## config.mk

```make
export PLATFORM = sky130hd
export DESIGN_NAME = stream_demux_1to4_b4_flat
export DESIGN_NICKNAME = d
export VERILOG_FILES = /design/src/rtl/demux_pkg.sv /design/src/rtl/stream_demux_1to4_b4_if.sv /design/src/rtl/stream_demux_1to4_b4_slot.sv /design/src/rtl/stream_demux_1to4_b4.sv /design/src/flat_wrapper.sv
export SDC_FILE = /design/constraint.sdc
export NUM_CORES = 1
export LEC_CHECK = 0
export CAP_MARGIN = 15
export CORE_MARGIN = 1
export CORE_UTILIZATION = 45
export DETAILED_ROUTE_END_ITERATION = 16
export GPL_ROUTABILITY_DRIVEN = 0
export HOLD_SLACK_MARGIN = 0.15
export PLACE_DENSITY_LB_ADDON = 0.08
export SYNTH_ARGS = -nofsm -noshare
export SYNTH_HDL_FRONTEND = slang
export SYNTH_SLANG_ARGS = --single-unit
export TNS_END_PERCENT = 5
```

## constraint.sdc

```tcl
create_clock -name clk -period 3.4 [get_ports clk]
set_input_delay 0.68 -clock clk [delete_from_list [all_inputs] [get_ports clk]]
set_output_delay 0.68 -clock clk [all_outputs]
set_load 0.1 [all_outputs]
```

## src/rtl/demux_pkg.sv

```systemverilog
// Shared constants and slot-state encoding for the 1-to-4 stream demultiplexer.
package demux_pkg;
    localparam int NCH           = 4;
    localparam int WIDTH_DEFAULT = 4;
    localparam int SEL_W         = $clog2(NCH);

    typedef enum logic {
        SLOT_EMPTY = 1'b0,
        SLOT_FULL  = 1'b1
    } slot_state_e;

    function automatic logic [NCH-1:0] sel_onehot(input logic [SEL_W-1:0] sel);
        logic [NCH-1:0] oh;
        oh      = '0;
        oh[sel] = 1'b1;
        return oh;
    endfunction
endpackage

```

## src/rtl/stream_demux_1to4_b4_if.sv

```systemverilog
// Handshake bundle for the 1-to-4 demux: one input stream, four output channels.
interface stream_demux_1to4_b4_if
    import demux_pkg::*;
#(
    parameter int WIDTH = WIDTH_DEFAULT
);
    logic [SEL_W-1:0] S;
    logic [WIDTH-1:0] I;
    logic             I_valid;
    logic             I_ready;
    logic [WIDTH-1:0] O0;
    logic [WIDTH-1:0] O1;
    logic [WIDTH-1:0] O2;
    logic [WIDTH-1:0] O3;
    logic [NCH-1:0]   O_valid;
    logic [NCH-1:0]   O_ready;

    modport master (
        output S, I, I_valid, O_ready,
        input  I_ready, O0, O1, O2, O3, O_valid
    );

    modport slave (
        input  S, I, I_valid, O_ready,
        output I_ready, O0, O1, O2, O3, O_valid
    );
endinterface

```

## src/rtl/stream_demux_1to4_b4_slot.sv

```systemverilog
// One-entry channel slot: holding register plus EMPTY/FULL state bit.
module stream_demux_slot
    import demux_pkg::*;
#(
    parameter int WIDTH = WIDTH_DEFAULT
) (
    input  logic             clk,
    input  logic             rst_n,
    input  logic             load,
    input  logic             unload,
    input  logic [WIDTH-1:0] din,
    output logic             full,
    output logic [WIDTH-1:0] dout
);
    slot_state_e      state_q, state_d;
    logic [WIDTH-1:0] data_q, data_d;

    // A load in the same cycle as an unload reloads the slot and keeps it FULL.
    always_comb begin
        state_d = state_q;
        data_d  = data_q;
        if (load) begin
            state_d = SLOT_FULL;
            data_d  = din;
        end else if (unload) begin
            state_d = SLOT_EMPTY;
        end
    end

    always_ff @(posedge clk or negedge rst_n) begin
        if (!rst_n) begin
            state_q <= SLOT_EMPTY;
            data_q  <= '0;
        end else begin
            state_q <= state_d;
            data_q  <= data_d;
        end
    end

    assign full = (state_q == SLOT_FULL);
    assign dout = data_q;
endmodule

```

## src/rtl/stream_demux_1to4_b4.sv

```systemverilog
// 1-to-4 stream demux with a one-entry slot per channel.
// Optional STREAM_DEMUX_BYPASS_EN passes I straight to an empty, ready channel.
module stream_demux_1to4_b4
    import demux_pkg::*;
#(
    parameter int WIDTH = WIDTH_DEFAULT
) (
    input logic                   clk,
    input logic                   rst_n,
    stream_demux_1to4_b4_if.slave bus
);
    logic [NCH-1:0]   sel_oh;
    logic [NCH-1:0]   full;
    logic [NCH-1:0]   load;
    logic [NCH-1:0]   unload;
    logic [NCH-1:0]   bypass;
    logic             i_ready;
    logic             in_xfer;
    logic [WIDTH-1:0] slot_dout [NCH];
    logic [WIDTH-1:0] out_data  [NCH];

    assign sel_oh  = sel_onehot(bus.S);
    assign i_ready = !full[bus.S] || bus.O_ready[bus.S];
    assign in_xfer = bus.I_valid && i_ready;

`ifdef STREAM_DEMUX_BYPASS_EN
    assign bypass = sel_oh & ~full & bus.O_ready & {NCH{bus.I_valid}};
`else
    assign bypass = '0;
`endif

    // A bypassed beat is consumed directly and never occupies the slot.
    assign load   = sel_oh & {NCH{in_xfer}} & ~bypass;
    assign unload = full & bus.O_ready;

    for (genvar k = 0; k < NCH; k++) begin : g_slot
        stream_demux_slot #(.WIDTH(WIDTH)) u_slot (
            .clk    (clk),
            .rst_n  (rst_n),
            .load   (load[k]),
            .unload (unload[k]),
            .din    (bus.I),
            .full   (full[k]),
            .dout   (slot_dout[k])
        );
        assign out_data[k] = bypass[k] ? bus.I : slot_dout[k];
    end

    assign bus.I_ready = i_ready;
    assign bus.O_valid = full | bypass;
    assign bus.O0      = out_data[0];
    assign bus.O1      = out_data[1];
    assign bus.O2      = out_data[2];
    assign bus.O3      = out_data[3];
endmodule

```

## src/flat_wrapper.sv

```systemverilog
// flat-port wrapper written by rule: the top's interface ports become plain ports
module stream_demux_1to4_b4_flat import demux_pkg::*;
#(
    parameter int WIDTH = WIDTH_DEFAULT
)
  (clk, rst_n, bus_S, bus_I, bus_I_valid, bus_O_ready, bus_I_ready, bus_O0, bus_O1, bus_O2, bus_O3, bus_O_valid);
  stream_demux_1to4_b4_if #(.WIDTH(WIDTH)) bus_i ();
  input logic clk;
  input logic rst_n;
  input wire logic [$bits(bus_i.S)-1:0] bus_S;
  input wire logic [$bits(bus_i.I)-1:0] bus_I;
  input wire logic [$bits(bus_i.I_valid)-1:0] bus_I_valid;
  input wire logic [$bits(bus_i.O_ready)-1:0] bus_O_ready;
  output wire logic [$bits(bus_i.I_ready)-1:0] bus_I_ready;
  output wire logic [$bits(bus_i.O0)-1:0] bus_O0;
  output wire logic [$bits(bus_i.O1)-1:0] bus_O1;
  output wire logic [$bits(bus_i.O2)-1:0] bus_O2;
  output wire logic [$bits(bus_i.O3)-1:0] bus_O3;
  output wire logic [$bits(bus_i.O_valid)-1:0] bus_O_valid;
  assign bus_i.S = bus_S;
  assign bus_i.I = bus_I;
  assign bus_i.I_valid = bus_I_valid;
  assign bus_i.O_ready = bus_O_ready;
  assign bus_I_ready = bus_i.I_ready;
  assign bus_O0 = bus_i.O0;
  assign bus_O1 = bus_i.O1;
  assign bus_O2 = bus_i.O2;
  assign bus_O3 = bus_i.O3;
  assign bus_O_valid = bus_i.O_valid;
  stream_demux_1to4_b4 #(.WIDTH(WIDTH)) u_core (.clk(clk), .rst_n(rst_n), .bus(bus_i));
endmodule
```

Word level (Yosys, flattened, before mapping) --
Cells that the tools add are included.
Operators by class: add/subtract/negate cells 0, multiply operators 0, divide/modulo/power cells 0, order comparisons 2, equal/unequal tests 0, shift-type cells 0, mux-type cells 14, bitwise operators 2, reduce and logical (&&, ||, !) cells 8
Operators with widths (count):
- 2-to-1 mux 1 bit | 11
- AND 4 bit | 2
- nonzero test 2 bit | 4
- binary-select mux 1 bit (select 2 bit) | 2
- < comparator 2 x 3 -> 1 bit (second input constant) | 1
- demux 1 bit (select 2 bit) | 1
- greater-or-equal comparator 2 x 1 -> 1 bit (second input constant) | 1
- logical AND 1 bit | 2
- logical NOT 1 bit | 1
- logical OR 1 bit | 1
Word-level totals: flip-flop bits (word level) 20, latch bits 0, bits in writable memories 0, ROM bits 0, input port bits 13, output and inout bits 21, logic and storage cells 34, memories kept 0

Logic depth before layout (Yosys ltp) --
depth after elaboration 7, depth in mapped cells 4, gate-level depth less buffers 3

Hierarchy --
From an unflattened synthesis, not the netlist that was laid out.
Second synthesis, totals: cells, all modules 57, area, all modules 859.6 um2
Modules (own cells, without submodules):
- stream_demux_slot | times used 4, cells each 11, area each 182.7 um2, seq. area each 125.1 um2
- stream_demux_1to4_b4 | times used 1, cells each 13, area each 128.9 um2, seq. area each 0.0 um2

Worst setup path before layout --
No wires, ideal clock.
path type input to output, from in bus_O_ready[3], to out bus_I_ready, data arrival time 1.573 ns, data required time 2.720 ns, slack 1.147 ns, cell stages on the path 2, buffers on the path 0, cells stage by stage nand2b_1 > mux4_2
On the way: cells in the longest elaborated chain, start to end 3
Ends and longest elaborated chain:
- from (decl) | line flat_wrapper.sv:13 | input wire logic [$bits(bus_i.O_ready)-1:0] bus_O_ready;
- binary-select mux 1 bit (select 2 bit) | line stream_demux_1to4_b4.sv:23 | assign i_ready = !full[bus.S] || bus.O_ready[bus.S];
- 2-to-1 mux 1 bit (implied by the code) | line stream_demux_1to4_b4.sv:23
- logical OR 1 bit | line stream_demux_1to4_b4.sv:23
- to (decl) | line flat_wrapper.sv:14 | output wire logic [$bits(bus_i.I_ready)-1:0] bus_I_ready;
Every way passes these cells. The select of a mux whose other input is x is not followed.

Worst setup path in the final report --
from in bus_S[0], to out bus_I_ready
On the way: cells in the longest elaborated chain, start to end 4, elaborated cells on any way between the ends 6, classes of those cells 4 x mux; 2 x reduce/logical
Ends and longest elaborated chain:
- from (decl) | line flat_wrapper.sv:10 | input wire logic [$bits(bus_i.S)-1:0] bus_S;
- binary-select mux 1 bit (select 2 bit) | line stream_demux_1to4_b4.sv:23
- 2-to-1 mux 1 bit (implied by the code) | line stream_demux_1to4_b4.sv:23
- logical NOT 1 bit | line stream_demux_1to4_b4.sv:23
- logical OR 1 bit * | line stream_demux_1to4_b4.sv:23
Mark *: on every way between the ends. The rest lies on a longest branch, timed or not. The select of a mux whose other input is x is not followed.

==> results.md <==
| Item | Value | Unit |
|---|---|---|
| Status | completed | - |
| Largest fanout on the critical path | 7 | - |
| Yosys warning total | 0 | - |
| Number of DRC markers after the initial detailed-route iteration | 9 | - |
| Kind of launch point of the worst setup path | input port | - |
| ANT nets after route | 0 | - |
| Maximum clock skew at final layout | 0.00835 | ns |
| Fraction of the cycle the final worst path needs | 81.7 | % |
| Routed wirelength normalized by instance count | 13.1 | um |
| Die height | 46.1 | um |
| Logic depth of the worst register-to-register path | 3 | - |
| First-pass GRT wire length | 2510 | um |
| # placed instances | 111 | - |
| Leakage component of the power | 0.527 | nW |
| Synth top cells by count | sky130_fd_sc_hd__dfrtp_1 (20), sky130_fd_sc_hd__mux2_2 (12), sky130_fd_sc_hd__nand2_1 (5) | - |
| Detail Placement HPWL | 1170 | um |
| H-tree depth reported by CTS | 1 | - |
| Number of pins with negative max-slew slack in the final report | 0 | - |
| PortBufs | 33 | - |
| Via count | 546 | - |
| Worst Path Buf+Inv | 2 | - |
| Cell count after synthesis | 58 | - |
| Area of the die | 2120 | um2 |
| Cells resized by post-CTS repair | 0 | - |
| Share of synthesized flip-flops with an asynchronous set or reset | 100 | % |
| Ranking of synthesized cells by area | sky130_fd_sc_hd__dfrtp_1 (57%), sky130_fd_sc_hd__mux2_2 (15%), sky130_fd_sc_hd__mux2_4 (6.9%) | - |
| Die width | 46.1 | um |
| Hold Path Cell Cnt | 1 | - |
| Library cell occupying the most area in the post-synthesis netlist | sky130_fd_sc_hd__dfrtp_1 | - |
| Syn avg cell area | 15.1 | um2 |
| Aggregate global routing overflow | 0 | - |
| Stage delay of the slowest cell on the critical path | 0.65 | ns |
| Effective utilization at floorplan | 49.5 | % |
| Detail-routed via count per cell | 4.79 | - |
| Antenna cell count | 0 | - |
| Final Net Count | 104 | - |
| Mapped Area | 873 | um2 |
| Chain of cells forming the critical path | clkdlybuf4s50_1 -> mux4_2 -> buf_12 | - |
| Area share of the largest cell type after synthesis | 57.3 | % |
| Minimum clock period after layout | 2.78 | ns |
| Endpoint class of the critical path | primary output | - |
| Most common cell in the netlist | sky130_fd_sc_hd__dfrtp_1 | - |
| Most frequently used flop master after synthesis | sky130_fd_sc_hd__dfrtp_1 | - |
| Levels on crit path | 3 | - |
| Clock network latency to the later pin of the worst-skew pair | 0.29 | ns |
| Clock-pin slew reported for the worst setup and hold paths after clock tree synthesis | 0.10 | ns |
| Clk buf depth | 2 | - |
| Cell family with the largest share of critical-path delay | buffers and inverters | - |
| Crit path from | bus_S[0] | - |
| Max-cap viol count | 0 | - |
| Sequential cell area fraction in the yosys report | 57.3 | % |
| Number of non-filler instances in the completed layout | 114 | - |
| I/O pin count | 34 | - |
| Remaining DRCs | 0 | - |
| Number of buffers inserted during clock tree synthesis | 3 | - |
| Unrepaired setup endpoints after global routing | no | - |
| Number of flip-flops and latches in the synthesized netlist | 20 | - |
| Post-synthesis net count | 71 | - |
| First-pass DRT Iterations | 4 | - |
| Required time of the critical path | 2.72 | ns |
| Startpoint of the worst-slack reg-to-reg timing path | u_core.g_slot[2].u_slot.full$_DFFE_PN0P_ | - |
| CTS tree | yes | - |
| Distinct cell type count after synthesis | 15 | - |
| Type of the worst min-delay path | flip-flop to flip-flop | - |
| Type of the worst setup path | input port to primary output | - |
| Layout cell share with drive strength beyond 1 | 28.1 | % |
| Synthesis-to-layout area growth | 40.4 | % |
| Flop-to-flop setup slack | 2.13 | ns |
| Final Routed Wirelength | 1500 | um |
| Num Clock Sinks | 20 | - |
| Number of enable flip-flop cells after synthesis | 0 | - |
| Placement Rows | 15 | - |
| Finish-stage setup viols | 0 | - |
| Antenna violations before repair | 0 | - |
| Critical path endpoint | bus_I_ready | - |
| All-Layer GR Usage | 16.9 | % |
| Via count of the first global-routing pass | 550 | - |
| Normalized max-slew margin | 35.1 | % |
| Total negative slack | 0 | ns |
| Worst slew pin tran | 0.970 | ns |
| Post-CTS setup buffer count | 0 | - |
| Cell at the slowest stage of the critical path | sky130_fd_sc_hd__clkdlybuf4s50_1 | - |
| Reg-to-reg endpoint | u_core.g_slot[2].u_slot.dout[2]$_DFFE_PN0P_ | - |
| Total power divided by cell area | 752 | nW/um2 |
| Maximum number of pins on one net before global-route repair | 21 | - |
| Number of buffers inserted for hold repair after clock tree synthesis | 0 | - |
| Clock root cell | sky130_fd_sc_hd__clkbuf_4 | - |
| Overall power of the completed layout | 0.000922 | W |
| Max frequency | 360 | MHz |
| Largest vdd supply drop | 528 | uV |
| CP arrival | 2.10 | ns |
| Final Hold Violating Endpoints | 0 | - |
| Core region area | 1760 | um2 |
[worst min path at each step]
stage                                                       end                                         from
CTS                 u_core.g_slot[0].u_slot.dout[2]$_DFFE_PN0P_  u_core.g_slot[0].u_slot.dout[2]$_DFFE_PN0P_
global route        u_core.g_slot[0].u_slot.dout[2]$_DFFE_PN0P_  u_core.g_slot[0].u_slot.dout[2]$_DFFE_PN0P_
finish              u_core.g_slot[0].u_slot.dout[1]$_DFFE_PN0P_  u_core.g_slot[0].u_slot.dout[1]$_DFFE_PN0P_
floorplan           u_core.g_slot[0].u_slot.dout[0]$_DFFE_PN0P_                                        rst_n
detailed placement  u_core.g_slot[0].u_slot.dout[2]$_DFFE_PN0P_  u_core.g_slot[0].u_slot.dout[2]$_DFFE_PN0P_
global placement    u_core.g_slot[0].u_slot.dout[1]$_DFFE_PN0P_  u_core.g_slot[0].u_slot.dout[1]$_DFFE_PN0P_
[flip-flops by register name (all words and copies together) (netlist names)]
signal	flops
u_core.g_slot.u_slot.full	4
u_core.g_slot.u_slot.dout	16
[cells in the final DEF, fill, tap and decap left out, drive strengths merged, types with 2 or more instances in the layout]
cell type,netlist,routed
clkdlybuf4s50,0,32
nand2b,4,4
nor2b,2,2
dfrtp,20,20
nand2,5,5
clkbuf,0,3
mux2,16,16
[area by class of cell]
cell class | instances | area, um2
well taps | 25 | 31.3
repair buffers | 33 | 340
fillers | 134 | 538
flip-flops and latches | 20 | 500
multi-input cells | 33 | 332
clock buffers | 3 | 22.5
[routing by layer]
metal / vias to the layer above / wire length [um] / track usage [%]
met5: - / 0 / 0
met4: 0 / 12 / 7.06
met3: 2 / 77 / 2.35
met2: 18 / 726 / 26.8
met1: 268 / 680 / 23.1
li1: 258 / - / -
[through the flow]
| step | area (um2) | setup WS, ns | utilization (%) | hold slack, ns |
|---|---|---|---|---|
| 5_1_grt | 1230 | 0.577 | 69.5 | 0.539 |
| 2_1_floorplan | 873 | 1.15 | - | 0.384 |
| 6_report | 1230 | 0.623 | 69.5 | 0.513 |
| 3_3_place_gp | 1200 | 0.635 | 68.2 | 0.489 |
| 3_5_place_dp | 1200 | 0.613 | 68.2 | 0.494 |
| 4_1_cts | 1230 | 0.614 | 69.5 | 0.518 |
[kinds of logic (layout without fill, tap and decap cells)]
group           after synthesis  in the layout  synth area share (%)
simple gates                 15             15                  12.5
compound gates                1              1                 0.573
buf+inv                       5             36                  4.73
flops                        20             20                  57.3
mux                          17             17                  24.9
[power breakdown]
| part | total (W) | leakage [nW] | internal (W) | switching (W) |
|---|---|---|---|---|
| combinational | 0.000512 | 0.272 | 0.000130 | 0.000382 |
| sequential | 0.000304 | 0.242 | 0.000281 | 0.0000230 |
| clock | 0.000106 | 0.0138 | 0.0000411 | 0.0000645 |
Note: power is estimated with default switching activity, not from simulation.
